[config.mk]
export PLATFORM = sky130hd
export DESIGN_NAME = uart_loader
export DESIGN_NICKNAME = d
export VERILOG_FILES = /design/src/rtl/loader_pkg.sv /design/src/rtl/uart_rx.sv /design/src/rtl/uart_loader.sv
export SDC_FILE = /design/constraint.sdc
export NUM_CORES = 1
export LEC_CHECK = 0
export CAP_MARGIN = 25
export CORE_MARGIN = 3
export CORE_UTILIZATION = 31
export DETAILED_ROUTE_END_ITERATION = 16
export GPL_TIMING_DRIVEN = 0
export PLACE_DENSITY = 0.47
export SYNTH_ARGS = -nofsm -noshare
export SYNTH_HDL_FRONTEND = slang
export SYNTH_SLANG_ARGS = --single-unit
[constraint.sdc]
create_clock -name clk -period 2.3 [get_ports clk]
set_input_delay 0.23 -clock clk [delete_from_list [all_inputs] [get_ports clk]]
set_output_delay 0.23 -clock clk [all_outputs]
set_load 0.05 [all_outputs]
[src/rtl/loader_pkg.sv]
// -----------------------------------------------------------------------------
// loader_pkg
// Shared definitions for the serial boot loader and the riscv_i core.
//   ld_state_t : loader FSM states (LEN, DATA, CSUM, DONE, ERR)
//   rx_state_t : UART receiver states
//   ENTRY      : core reset vector; mem_addr word indices are relative to it
//   HDR_BYTES  : length header size in bytes
// -----------------------------------------------------------------------------
package loader_pkg;

   typedef enum logic [2:0] {
      ST_LEN,
      ST_DATA,
      ST_CSUM,
      ST_DONE,
      ST_ERR
   } ld_state_t;

   typedef enum logic [1:0] {
      RX_IDLE,
      RX_START,
      RX_DATA,
      RX_STOP
   } rx_state_t;

   localparam logic [31:0] ENTRY     = 32'h8000_0000;
   localparam int          HDR_BYTES = 4;

endpackage

[src/rtl/uart_rx.sv]
// -----------------------------------------------------------------------------
// uart_rx
// 8N1 UART receiver: 2-flop synchronizer, falling-edge start detection,
// half-bit start re-check, mid-bit data/stop sampling.
// Ports:
//   clk, reset       : system clock, asynchronous active-low reset
//   ser_rx           : raw serial line (idle high, asynchronous)
//   rx_valid/rx_byte : one-cycle pulse with the received byte (stop bit = 1)
//   rx_ferr          : one-cycle pulse on a framing error (stop bit = 0)
//   rx_start         : one-cycle pulse when a start bit is confirmed
// CLKS_PER_BIT must be at least 4 so the half-bit count is meaningful.
// -----------------------------------------------------------------------------
module uart_rx
   import loader_pkg::*;
#(
   parameter int CLKS_PER_BIT = 434
) (
   input  logic       clk,
   input  logic       reset,
   input  logic       ser_rx,
   output logic       rx_valid,
   output logic [7:0] rx_byte,
   output logic       rx_ferr,
   output logic       rx_start
);

   localparam int              CNT_W     = $clog2(CLKS_PER_BIT);
   localparam logic [CNT_W-1:0] BIT_LAST  = CNT_W'(CLKS_PER_BIT - 1);
   localparam logic [CNT_W-1:0] HALF_LAST = CNT_W'(CLKS_PER_BIT / 2 - 1);

   logic             sync1_q, sync2_q, line_q;
   rx_state_t        state_q, state_n;
   logic [CNT_W-1:0] cnt_q, cnt_n;
   logic [2:0]       bit_q, bit_n;
   logic [7:0]       shreg_q, shreg_n;
   logic             valid_n, ferr_n, start_n;

   always_comb begin
      // NOTE: every value written here gets its default first; a path that
      // leaves one unassigned would infer a latch.
      state_n = state_q;
      cnt_n   = cnt_q;
      bit_n   = bit_q;
      shreg_n = shreg_q;
      valid_n = 1'b0;
      ferr_n  = 1'b0;
      start_n = 1'b0;
      case (state_q)
         RX_IDLE: begin
            // True falling edge only, so a line held low after a framing
            // error does not retrigger.
            if (line_q && !sync2_q) begin
               state_n = RX_START;
               cnt_n   = '0;
            end
         end
         RX_START: begin
            if (cnt_q == HALF_LAST) begin
               cnt_n = '0;
               bit_n = '0;
               if (sync2_q) begin
                  state_n = RX_IDLE;            // glitch, not a start bit
               end else begin
                  state_n = RX_DATA;
                  start_n = 1'b1;
               end
            end else begin
               cnt_n = cnt_q + 1'b1;
            end
         end
         RX_DATA: begin
            if (cnt_q == BIT_LAST) begin
               cnt_n   = '0;
               shreg_n = {sync2_q, shreg_q[7:1]};  // LSB arrives first
               bit_n   = bit_q + 3'd1;
               if (bit_q == 3'd7) state_n = RX_STOP;
            end else begin
               cnt_n = cnt_q + 1'b1;
            end
         end
         RX_STOP: begin
            if (cnt_q == BIT_LAST) begin
               // Re-arm immediately so back-to-back frames are caught.
               state_n = RX_IDLE;
               cnt_n   = '0;
               valid_n = sync2_q;
               ferr_n  = !sync2_q;
            end else begin
               cnt_n = cnt_q + 1'b1;
            end
         end
         default: state_n = RX_IDLE;
      endcase
   end

   // NOTE: sequential state uses non-blocking assignments so every flop
   // samples the pre-edge value regardless of block ordering.
   always_ff @(posedge clk or negedge reset) begin
      if (!reset) begin
         // Synchronizer resets to the idle level so release never looks
         // like a start edge.
         sync1_q  <= 1'b1;
         sync2_q  <= 1'b1;
         line_q   <= 1'b1;
         state_q  <= RX_IDLE;
         cnt_q    <= '0;
         bit_q    <= '0;
         shreg_q  <= '0;
         rx_valid <= 1'b0;
         rx_ferr  <= 1'b0;
         rx_start <= 1'b0;
      end else begin
         sync1_q  <= ser_rx;
         sync2_q  <= sync1_q;
         line_q   <= sync2_q;
         state_q  <= state_n;
         cnt_q    <= cnt_n;
         bit_q    <= bit_n;
         shreg_q  <= shreg_n;
         rx_valid <= valid_n;
         rx_ferr  <= ferr_n;
         rx_start <= start_n;
      end
   end

   assign rx_byte = shreg_q;

endmodule

[src/rtl/uart_loader.sv]
// -----------------------------------------------------------------------------
// uart_loader
// Serial boot loader: receives a length-prefixed little-endian word image over
// UART, writes it sequentially into memory, then releases the core (cpu_run).
// Any protocol error parks the loader in ERR until reset.
// Ports:
//   clk, reset    : system clock, asynchronous active-low reset
//   ser_rx        : UART line (8N1, idle high)
//   mem_we        : one-cycle write strobe; mem_addr/mem_wdata valid with it
//   mem_addr      : word index relative to ENTRY
//   mem_wdata     : assembled 32-bit word
//   cpu_run       : high once the image is loaded
//   busy          : high from the first start bit until DONE or ERR
//   err           : sticky error flag
//   words_loaded  : count of words written so far
// Build option: define LOADER_CHECKSUM_EN to require a trailing 8-bit sum
// (mod 256) of all length and payload bytes.
// -----------------------------------------------------------------------------
module uart_loader
   import loader_pkg::*;
#(
   parameter int CLK_HZ    = 50_000_000,
   parameter int BAUD      = 115200,
   parameter int ADDR_W    = 12,
   parameter int MAX_WORDS = 4096
) (
   input  logic              clk,
   input  logic              reset,
   input  logic              ser_rx,
   output logic              mem_we,
   output logic [ADDR_W-1:0] mem_addr,
   output logic [31:0]       mem_wdata,
   output logic              cpu_run,
   output logic              busy,
   output logic              err,
   output logic [ADDR_W:0]   words_loaded
);

   localparam int            CLKS_PER_BIT = CLK_HZ / BAUD;
   localparam logic [1:0]    LAST_BYTE    = 2'(HDR_BYTES - 1);
   localparam logic [31:0]   MAX_LEN      = 32'(MAX_WORDS);
   localparam logic [ADDR_W:0] ONE_WORD   = (ADDR_W+1)'(1);
`ifdef LOADER_CHECKSUM_EN
   localparam ld_state_t     AFTER_LAST   = ST_CSUM;
`else
   localparam ld_state_t     AFTER_LAST   = ST_DONE;
`endif

   logic       rx_valid, rx_ferr, rx_start;
   logic [7:0] rx_byte;

   uart_rx #(
      .CLKS_PER_BIT (CLKS_PER_BIT)
   ) u_rx (
      .clk      (clk),
      .reset    (reset),
      .ser_rx   (ser_rx),
      .rx_valid (rx_valid),
      .rx_byte  (rx_byte),
      .rx_ferr  (rx_ferr),
      .rx_start (rx_start)
   );

   ld_state_t         state_q, state_n;
   logic [1:0]        byte_cnt_q, byte_cnt_n;
   logic [31:0]       asm_q, asm_n, asm_shift;
   logic [ADDR_W:0]   len_q, len_n;
   logic [ADDR_W:0]   words_q, words_n;
   logic              mem_we_n;
   logic [ADDR_W-1:0] mem_addr_n;
   logic [31:0]       mem_wdata_n;
   logic              started_q, started_n;
`ifdef LOADER_CHECKSUM_EN
   logic [7:0]        sum_q, sum_n;
`endif

   always_comb begin
      state_n     = state_q;
      byte_cnt_n  = byte_cnt_q;
      asm_n       = asm_q;
      len_n       = len_q;
      words_n     = words_q;
      mem_we_n    = 1'b0;
      mem_addr_n  = mem_addr;
      mem_wdata_n = mem_wdata;
      started_n   = started_q | rx_start;
`ifdef LOADER_CHECKSUM_EN
      sum_n       = sum_q;
`endif
      // Byte k of a little-endian group ends up in bits [8k+7:8k] after
      // four right shifts with the new byte entering at the top.
      asm_shift   = {rx_byte, asm_q[31:8]};

      case (state_q)
         ST_LEN: begin
            if (rx_valid) begin
               asm_n      = asm_shift;
               byte_cnt_n = byte_cnt_q + 2'd1;
`ifdef LOADER_CHECKSUM_EN
               sum_n      = sum_q + rx_byte;
`endif
               if (byte_cnt_q == LAST_BYTE) begin
                  if (asm_shift == '0) begin
                     state_n = AFTER_LAST;
                  end else if (asm_shift > MAX_LEN) begin
                     state_n = ST_ERR;
                  end else begin
                     len_n   = asm_shift[ADDR_W:0];
                     state_n = ST_DATA;
                  end
               end
            end
         end
         ST_DATA: begin
            if (rx_valid) begin
               asm_n      = asm_shift;
               byte_cnt_n = byte_cnt_q + 2'd1;
`ifdef LOADER_CHECKSUM_EN
               sum_n      = sum_q + rx_byte;
`endif
               if (byte_cnt_q == LAST_BYTE) begin
                  mem_we_n    = 1'b1;
                  mem_wdata_n = asm_shift;
                  mem_addr_n  = words_q[ADDR_W-1:0];
               end
            end
            // Count and completion follow the write strobe by one cycle.
            if (mem_we) begin
               words_n = words_q + ONE_WORD;
               if (words_q + ONE_WORD == len_q) state_n = AFTER_LAST;
            end
         end
`ifdef LOADER_CHECKSUM_EN
         ST_CSUM: begin
            if (rx_valid) state_n = (rx_byte == sum_q) ? ST_DONE : ST_ERR;
         end
`endif
         default: ;  // DONE and ERR hold until reset
      endcase

      if (rx_ferr && state_q != ST_DONE) state_n = ST_ERR;
   end

   always_ff @(posedge clk or negedge reset) begin
      if (!reset) begin
         state_q    <= ST_LEN;
         byte_cnt_q <= '0;
         asm_q      <= '0;
         len_q      <= '0;
         words_q    <= '0;
         mem_we     <= 1'b0;
         mem_addr   <= '0;
         mem_wdata  <= '0;
         started_q  <= 1'b0;
`ifdef LOADER_CHECKSUM_EN
         sum_q      <= '0;
`endif
      end else begin
         state_q    <= state_n;
         byte_cnt_q <= byte_cnt_n;
         asm_q      <= asm_n;
         len_q      <= len_n;
         words_q    <= words_n;
         mem_we     <= mem_we_n;
         mem_addr   <= mem_addr_n;
         mem_wdata  <= mem_wdata_n;
         started_q  <= started_n;
`ifdef LOADER_CHECKSUM_EN
         sum_q      <= sum_n;
`endif
      end
   end

   assign words_loaded = words_q;
   assign cpu_run      = (state_q == ST_DONE);
   assign err          = (state_q == ST_ERR);
   assign busy         = started_q &&
                         (state_q == ST_LEN || state_q == ST_DATA || state_q == ST_CSUM);

endmodule
==> flow_summary.toml, run 1 <==
[detailed_routing]
wl_um = 12530
drcViolationCount = 0
vias = 3776
drtAntennaViolNets = 0
drt_iter0_markers = 188
vias_per_cell = 4.829
dr.pass1.iters = 4
wl_per_cell_um = 16.02

[floorplan]
core_area_um2 = 18020
ios = 64
die_y_um = 141.8
die_area_um2 = 20100
die_w_um = 141.8
num_rows = 49
start_util = 0.3171

[synth]
synth.avg_cell_area_um2 = 12.70
synth_top_family_by_area = "multiplexers"
synth-simple-area-share = 0.1073
yosysTopAreaCellShare = 0.5517
async_reset_ff_frac = 1.000
synthesis.nets = 464
synth-edff-count = 0
synth_largest_area_cell = "dfrtp_1"
yosys-top-cells-area = "dfrtp_1 55%, mux2_2 15%, nand2_1 2.5%"
synth_compound_area_frac = 0.05101
synth_adder_area_share = 0.02408
synth_area_um2 = 5715
yosysUniqueCellTypes = 56
ys.flop_type = "dfrtp_1"
syn_inst = 450
yosysSeqAreaShare = 0.5655
muxShareOfSynthArea = 0.1786
synthXorXnorAreaFrac = 0.04291
yosys_register_bits = 129
yosys_warnings = 0

[placed_design]
dp_hpwl_um = 8763
place.port_buffers = 63
place_inst = 743
place_congestion = 0.8445
post_dp_cell_area_um2 = 6661

[pwr]
combPwrFrac = 0.091
ir_drop_v = 0.0005044
seqPwrFrac = 0.420
leakagePower_nw = 3.560
sw_frac_of_total = 0.2521
p_int_w = 0.004215
power_switching_w = 0.001421
pwr-share-clk = 0.489
power.density_nw_per_um2 = 763.3

[run_status]
status = "completed"

[worst_setup_path]
path_max_fanout = 6
critPathKind = "reg -> reg"
startpoint_type = "register"
worstReg2RegEnd = "state_q[1]"
arrival_ps = 2510
max_stage_delay_ps = 460
cpMaxStageDelayCell = "dfrtp_1"
crit_path_end_kind = "register"
r2r_slack_ps = 150
reg2reg_depth = 6
path_cells = "ha_1, nand3_1, or3_1, a2111oi_2, and4_1, o31a_1"
worst-endpoint-required_ps = 2660
worstReg2RegStart = "words_loaded[1]"

[clock_tree]
path_clk_slew_ps = 60
cts_tree = "done"
worstSkewPairLatency_ps = 420
cts_made_buffers = 17
htreeDepth = 4
root_buffer = "clkbuf_16"
clk_path_buf_depth = 2
cts.sinks = 129

[cells_and_area]
mostFrequentLayoutCells = "123 x dfrtp_1, 78 x mux2_2, 59 x clkdlybuf4s50_1, 38 x nand2_1, 18 x o21ai_0"
diodes = 0
final_area_um2 = 7383
drive_above_1_share = 0.2749
syn2layout_area_growth_pct = 29.18
mostFrequentLayoutCell = "dfrtp_1"
fin_cells = 782
layout.nets = 554

[grt]
top_usage_layer = "met2"
grt_pass1_wl_um = 20750
grt_overflow = 0
grt_max_degree = 91
gr-usage-met2 = 0.2057
grtUsageMet3 = 0.03842
antenna_found_initial = 0
grt_pass1_vias = 3807
grt_use_met1 = 0.1767
grtUsageTotal = 0.1324

[hold_path]
min-delay-start = "ser_rx"
holdCritPathClass = "in -> reg"
worstHoldPathCells = 1
whs_endpoint = "u_rx.sync1_q"

[sta]
hold_violations = 0
fin_crit_sh = 0.9359
finalSetupViolCount = 0
finalSetupTns_ps = 0
fmaxAchievable_mhz = 464.6
clock_skew_ps = 8.391
grt_setup_unrepaired = "no"
relSlewSlack = 0.4628
tightest_slew_ps = 805.8
min_period_ps = 2152
final_max_slew_viol_count = 0

[job]
drv_cap = 0
-- synthesized netlist by cell type (2+ instances only) --
| master | instances |
|---|---|
| a21oi_1 | 4 |
| a31oi_1 | 4 |
| and3_1 | 7 |
| buf_1 | 5 |
| buf_2 | 5 |
| buf_4 | 6 |
| buf_6 | 2 |
| clkbuf_1 | 2 |
| dfrtp_1 | 126 |
| dfstp_2 | 3 |
| ha_1 | 11 |
| inv_1 | 15 |
| mux2_1 | 10 |
| mux2_2 | 78 |
| mux2i_1 | 3 |
| nand2_1 | 38 |
| nand2b_1 | 3 |
| nand3_1 | 6 |
| nand4_1 | 7 |
| nor2_1 | 12 |
| nor3_1 | 5 |
| nor3b_1 | 3 |
| nor4_1 | 8 |
| o21ai_0 | 18 |
| o21ai_1 | 8 |
| o22ai_1 | 2 |
| o31a_1 | 2 |
| o31ai_1 | 2 |
| or2_2 | 2 |
| xnor2_1 | 15 |
| xor2_1 | 13 |
-- power groups by stage --
| stage | logic (W) | clock network, W | registers [W] |
|---|---|---|---|
| final | 0.000513 | 0.00276 | 0.00237 |
| after global routing | 0.000584 | 0.00293 | 0.00237 |
| after CTS | 0.000517 | 0.00284 | 0.00236 |
| after detailed placement | 0.000512 | 0 | 0.00241 |
| after global placement | 0.000493 | 0 | 0.00240 |
| after floorplan | 0.000361 | 0 | 0.00240 |
-- per-stage QoR --
| step | hold WS (ps) | util | setup WS (ps) | power [W] |
|---|---|---|---|---|
| after floorplan | -65.59 | - | 44.53 | 0.002757 |
| after CTS | 202.0 | 0.4047 | 20.35 | 0.005718 |
| after global placement | 345.8 | 0.3680 | -4225 | 0.002897 |
| after global routing | 197.9 | 0.4096 | 11.99 | 0.005889 |
| after detailed placement | 164.2 | 0.3696 | -46.91 | 0.002918 |
| final | 219.7 | 0.4096 | 147.5 | 0.005636 |
-- cells by family after synthesis --
| family | count (synthesis) |
|---|---|
| xor+xnor | 28 |
| flops | 129 |
| mux | 91 |
| simple gates | 109 |
| fa+ha+maj | 11 |
| buf+inv | 35 |
| compound gates | 47 |
-- worst max-delay path by stage --
| stage | start | end | slack, ps | cells past startpoint |
|---|---|---|---|---|
| 2_1_floorplan | words_loaded[0] | state_q[1] | 40 | 6 |
| 3_3_place_gp | reset | mem_wdata[30] | -4220 | 1 |
| 3_5_place_dp | asm_q[25] | len_q[7] | -50 | 7 |
| 4_1_cts | asm_q[31] | len_q[5] | 20 | 7 |
| 5_1_grt | words_loaded[1] | state_q[1] | 10 | 6 |
| 6_report | words_loaded[1] | state_q[1] | 150 | 6 |
-- worst max-delay path, delay by kind of cell, from the launching register on --
kind	cells	cell delay (ps)
adder cells (fa/ha/maj)	1	300
AND/OR/NAND/NOR	3	850
flip-flops	1	460
AO/OA/AOI/OAI	2	490
-- timing repair --
action                                  4_1_cts  5_1_grt
hold buffers                                  1        0
endpoints found under the hold margin        36        0
endpoints found under the setup margin        9       11
pin swaps                                     0        4
setup buffers                                 0        7
gates resized for setup                       3       11
-- layout make-up --
| class | instances | area [um2] |
|---|---|---|
| Tap cell | 229 | 286.5 |
| Fill cell | 1726 | 10640 |
| Clock inverter | 15 | 183.9 |
| Inverter | 15 | 56.30 |
| Clock buffer | 17 | 425.4 |
| Multi-Input combinational cell | 286 | 2360 |
| Timing Repair Buffer | 72 | 725.7 |
| Buffer | 19 | 110.1 |
| Sequential cell | 129 | 3236 |
-- flip-flops by register name (all words and copies together), names as in the netlist, named ones only --
name,cells
u_rx.sync2_q,1
u_rx.rx_byte,8
words_loaded,13
byte_cnt_q,2
u_rx.sync1_q,1
mem_we,1
u_rx.cnt_q,9
started_q,1
u_rx.state_q,1
u_rx.rx_start,1
asm_q,24
u_rx.rx_ferr,1
mem_wdata,32
len_q,13
state_q,3
u_rx.bit_q,3
u_rx.rx_valid,1
mem_addr,12
u_rx.line_q,1
-- routing by layer --
| layer | part of all wire | wire (um) | vias to the layer above |
|---|---|---|---|
| met3 | 0.038 | 474 | 15 |
| met5 | 0 | 0 | - |
| met1 | 0.48 | 6045 | 1894 |
| li1 | - | - | 1783 |
| met2 | 0.47 | 5829 | 84 |
| met4 | 0.014 | 180 | 0 |
(Power assumes the default switching activity.)
==> run 2: changes to the inputs <==
- CAP_MARGIN: 25 -> 30
==> results of run 2 <==
Same layout as run 1: the final DEF is identical, and so are final timing and power.
==> run 3: changes to the inputs <==
- ABC_CLOCK_PERIOD_IN_PS: default -> 2300
- PLACE_DENSITY: 0.47 -> default
==> run 3 against run 2 <==
Compared with the run above:
- sequential share of layout area is 0.45 points higher
- via count is 1.4% lower
- cell area is 1.0% lower
- clock skew is 3.0 ps lower
- worst setup slack worse by 27 ps
- die area stayed put
- register-to-register slack hardly changed
- maximum frequency is 1.2% lower
- critical path depth is 4 lower
- sequential power hardly changed
- first-iteration DRC count is 3.7% lower
- clock power is 5% lower
==> flow_summary.toml, run 3 (synthesized netlist as in run 1, its figures left out) <==
[run_status]
status = "completed"

[cells_and_area]
fin_cells = 776
mostFrequentLayoutCell = "dfrtp_1"
syn2layout_area_growth_pct = 27.87
diodes = 0
layout.nets = 550
mostFrequentLayoutCells = "123 x dfrtp_1, 78 x mux2_2, 61 x clkdlybuf4s50_1, 38 x nand2_1, 18 x o21ai_0"
largest_reg_flops = 32
top_register = "mem_wdata"
drive_above_1_share = 0.2633
reg_top3 = "mem_wdata: 32 flops, asm_q: 24 flops"

[sta]
hold_slack_ps = 216.4
min_period_ps = 2179
grt_setup_unrepaired = "no"
fmaxAchievable_mhz = 458.9
finalSetupViolCount = 0
hold_violations = 0
tightest_slew_ps = 731.9
relSlewSlack = 0.5121
final_max_slew_viol_count = 0
fin_crit_sh = 0.9474
clock_skew_ps = 5.395

[grt]
grt_pass1_wl_um = 20540
grt_pass1_vias = 3927
grtUsageTotal = 0.1298
antenna_found_initial = 0
grt_overflow = 0
grt_max_degree = 97

[worst_setup_path]
startpoint_type = "register"
max_stage_delay_ps = 850
critPathKind = "reg -> out"
critPathBufInv = 1
critPathTopFamily = "buffers and inverters"
path_max_fanout = 8
worst-endpoint-required_ps = 2070
arrival_ps = 1950
cpMaxStageDelayCell = "clkdlybuf4s50_1"
crit_path_end_kind = "output port"
path_cells = "nor3b_1, clkdlybuf4s50_1"

[placed_design]
place.port_buffers = 63
dp_hpwl_um = 8771
place_congestion = 0.8069
place_inst = 743

[pwr]
pwr-share-clk = 0.475
ir_drop_v = 0.0005547
power.total_w = 0.005498
seqPwrFrac = 0.431
power.density_nw_per_um2 = 752.3
combPwrFrac = 0.094
p_int_w = 0.004192
power_switching_w = 0.001306
sw_frac_of_total = 0.2376
leakagePower_nw = 3.501

[detailed_routing]
dr.pass1.iters = 4
drt_iter0_markers = 181
vias_per_cell = 4.798
drcViolationCount = 0
wl_per_cell_um = 15.73
drtAntennaViolNets = 0
wl_um = 12210
vias = 3723

[floorplan]
die_y_um = 141.8
start_util = 0.3171
ios = 64
core_area_um2 = 18020
die_area_um2 = 20100
num_rows = 49
die_w_um = 141.8

[job]
drv_cap = 0

[clock_tree]
htreeDepth = 4
clk_path_buf_depth = 2
root_buffer = "clkbuf_16"
cts_made_buffers = 17
worstSkewPairLatency_ps = 420
cts_tree = "done"
path_clk_slew_ps = 50
cts.sinks = 129

[hold_path]
holdCritPathClass = "in -> reg"
[run 3: cell count changes in the layout (fill, tap and decap cells not counted), moves of 2 or more]
cell | before | now
clkinv_2 | 2 | 4
clkinv_4 | 4 | 0
inv_6 | 3 | 0
clkbuf_8 | 0 | 4
buf_4 | 13 | 9
clkdlybuf4s50_1 | 59 | 61
clkbuf_1 | 2 | 5
clkinvlp_4 | 3 | 0
[run 3: repair_timing]
item / 4_1_cts / 5_1_grt
buffers inserted: 0 / 3
cloned: 0 / 0
pin swaps: 0 / 4
gates resized for setup: 1 / 11
hold endpoints to repair: 33 / 0
hold buffers: 1 / 0
setup endpoints to repair: 5 / 10
[run 3: power groups by stage]
stage          clock (W)  combinational (W)  sequential (W)
6_report         0.00261           0.000516         0.00237
5_1_grt          0.00277           0.000592         0.00238
4_1_cts          0.00267           0.000519         0.00237
3_5_place_dp           0           0.000517         0.00241
3_3_place_gp           0           0.000472         0.00240
2_1_floorplan          0           0.000361         0.00240
[run 3: worst paths after layout]
path	to	slack, ps	cells after the start	start
hold / removal	u_rx.sync1_q	220	1	ser_rx
hold reg to reg	u_rx.sync2_q	360	0	u_rx.sync1_q
setup reg to reg	state_q[1]	150	6	words_loaded[1]
setup / recovery	err	120	2	state_q[0]
min in group asynchronous	words_loaded[4]	270	2	reset
max in group asynchronous	u_rx.line_q	1240	3	reset
[run 3: metal layers]
metal	wire length [um]	GRT usage	up-vias
met5	0	0	-
met2	5971	0.2139	80
met1	5548	0.1606	1856
li1	-	-	1773
met4	188	0.04848	0
met3	501	0.03943	14
[run 3: cell type report]
| cell class | count | area [um2] |
|---|---|---|
| fill | 1716 | 10720 |
| sequential | 129 | 3236 |
| multi-input combinational | 286 | 2354 |
| timing repair buffer | 68 | 694.4 |
| clock buffer | 24 | 491.7 |
| tap | 229 | 286.5 |
| buffer | 19 | 110.1 |
| clock inverter | 6 | 80.08 |
| inverter | 15 | 56.30 |
[run 3: stage by stage]
step / instance area (um2) / setup slack, ps / util / setup TNS [ps]
after floorplan: 5715 / 44.53 / - / 0
after CTS: 7252 / 34.41 / 0.4023 / 0
after global routing: 7308 / 12.97 / 0.4055 / 0
after global placement: 6633 / -3905 / 0.3680 / -497510
after detailed placement: 6661 / -1.363 / 0.3696 / -1.363
final: 7308 / 120.9 / 0.4055 / 0
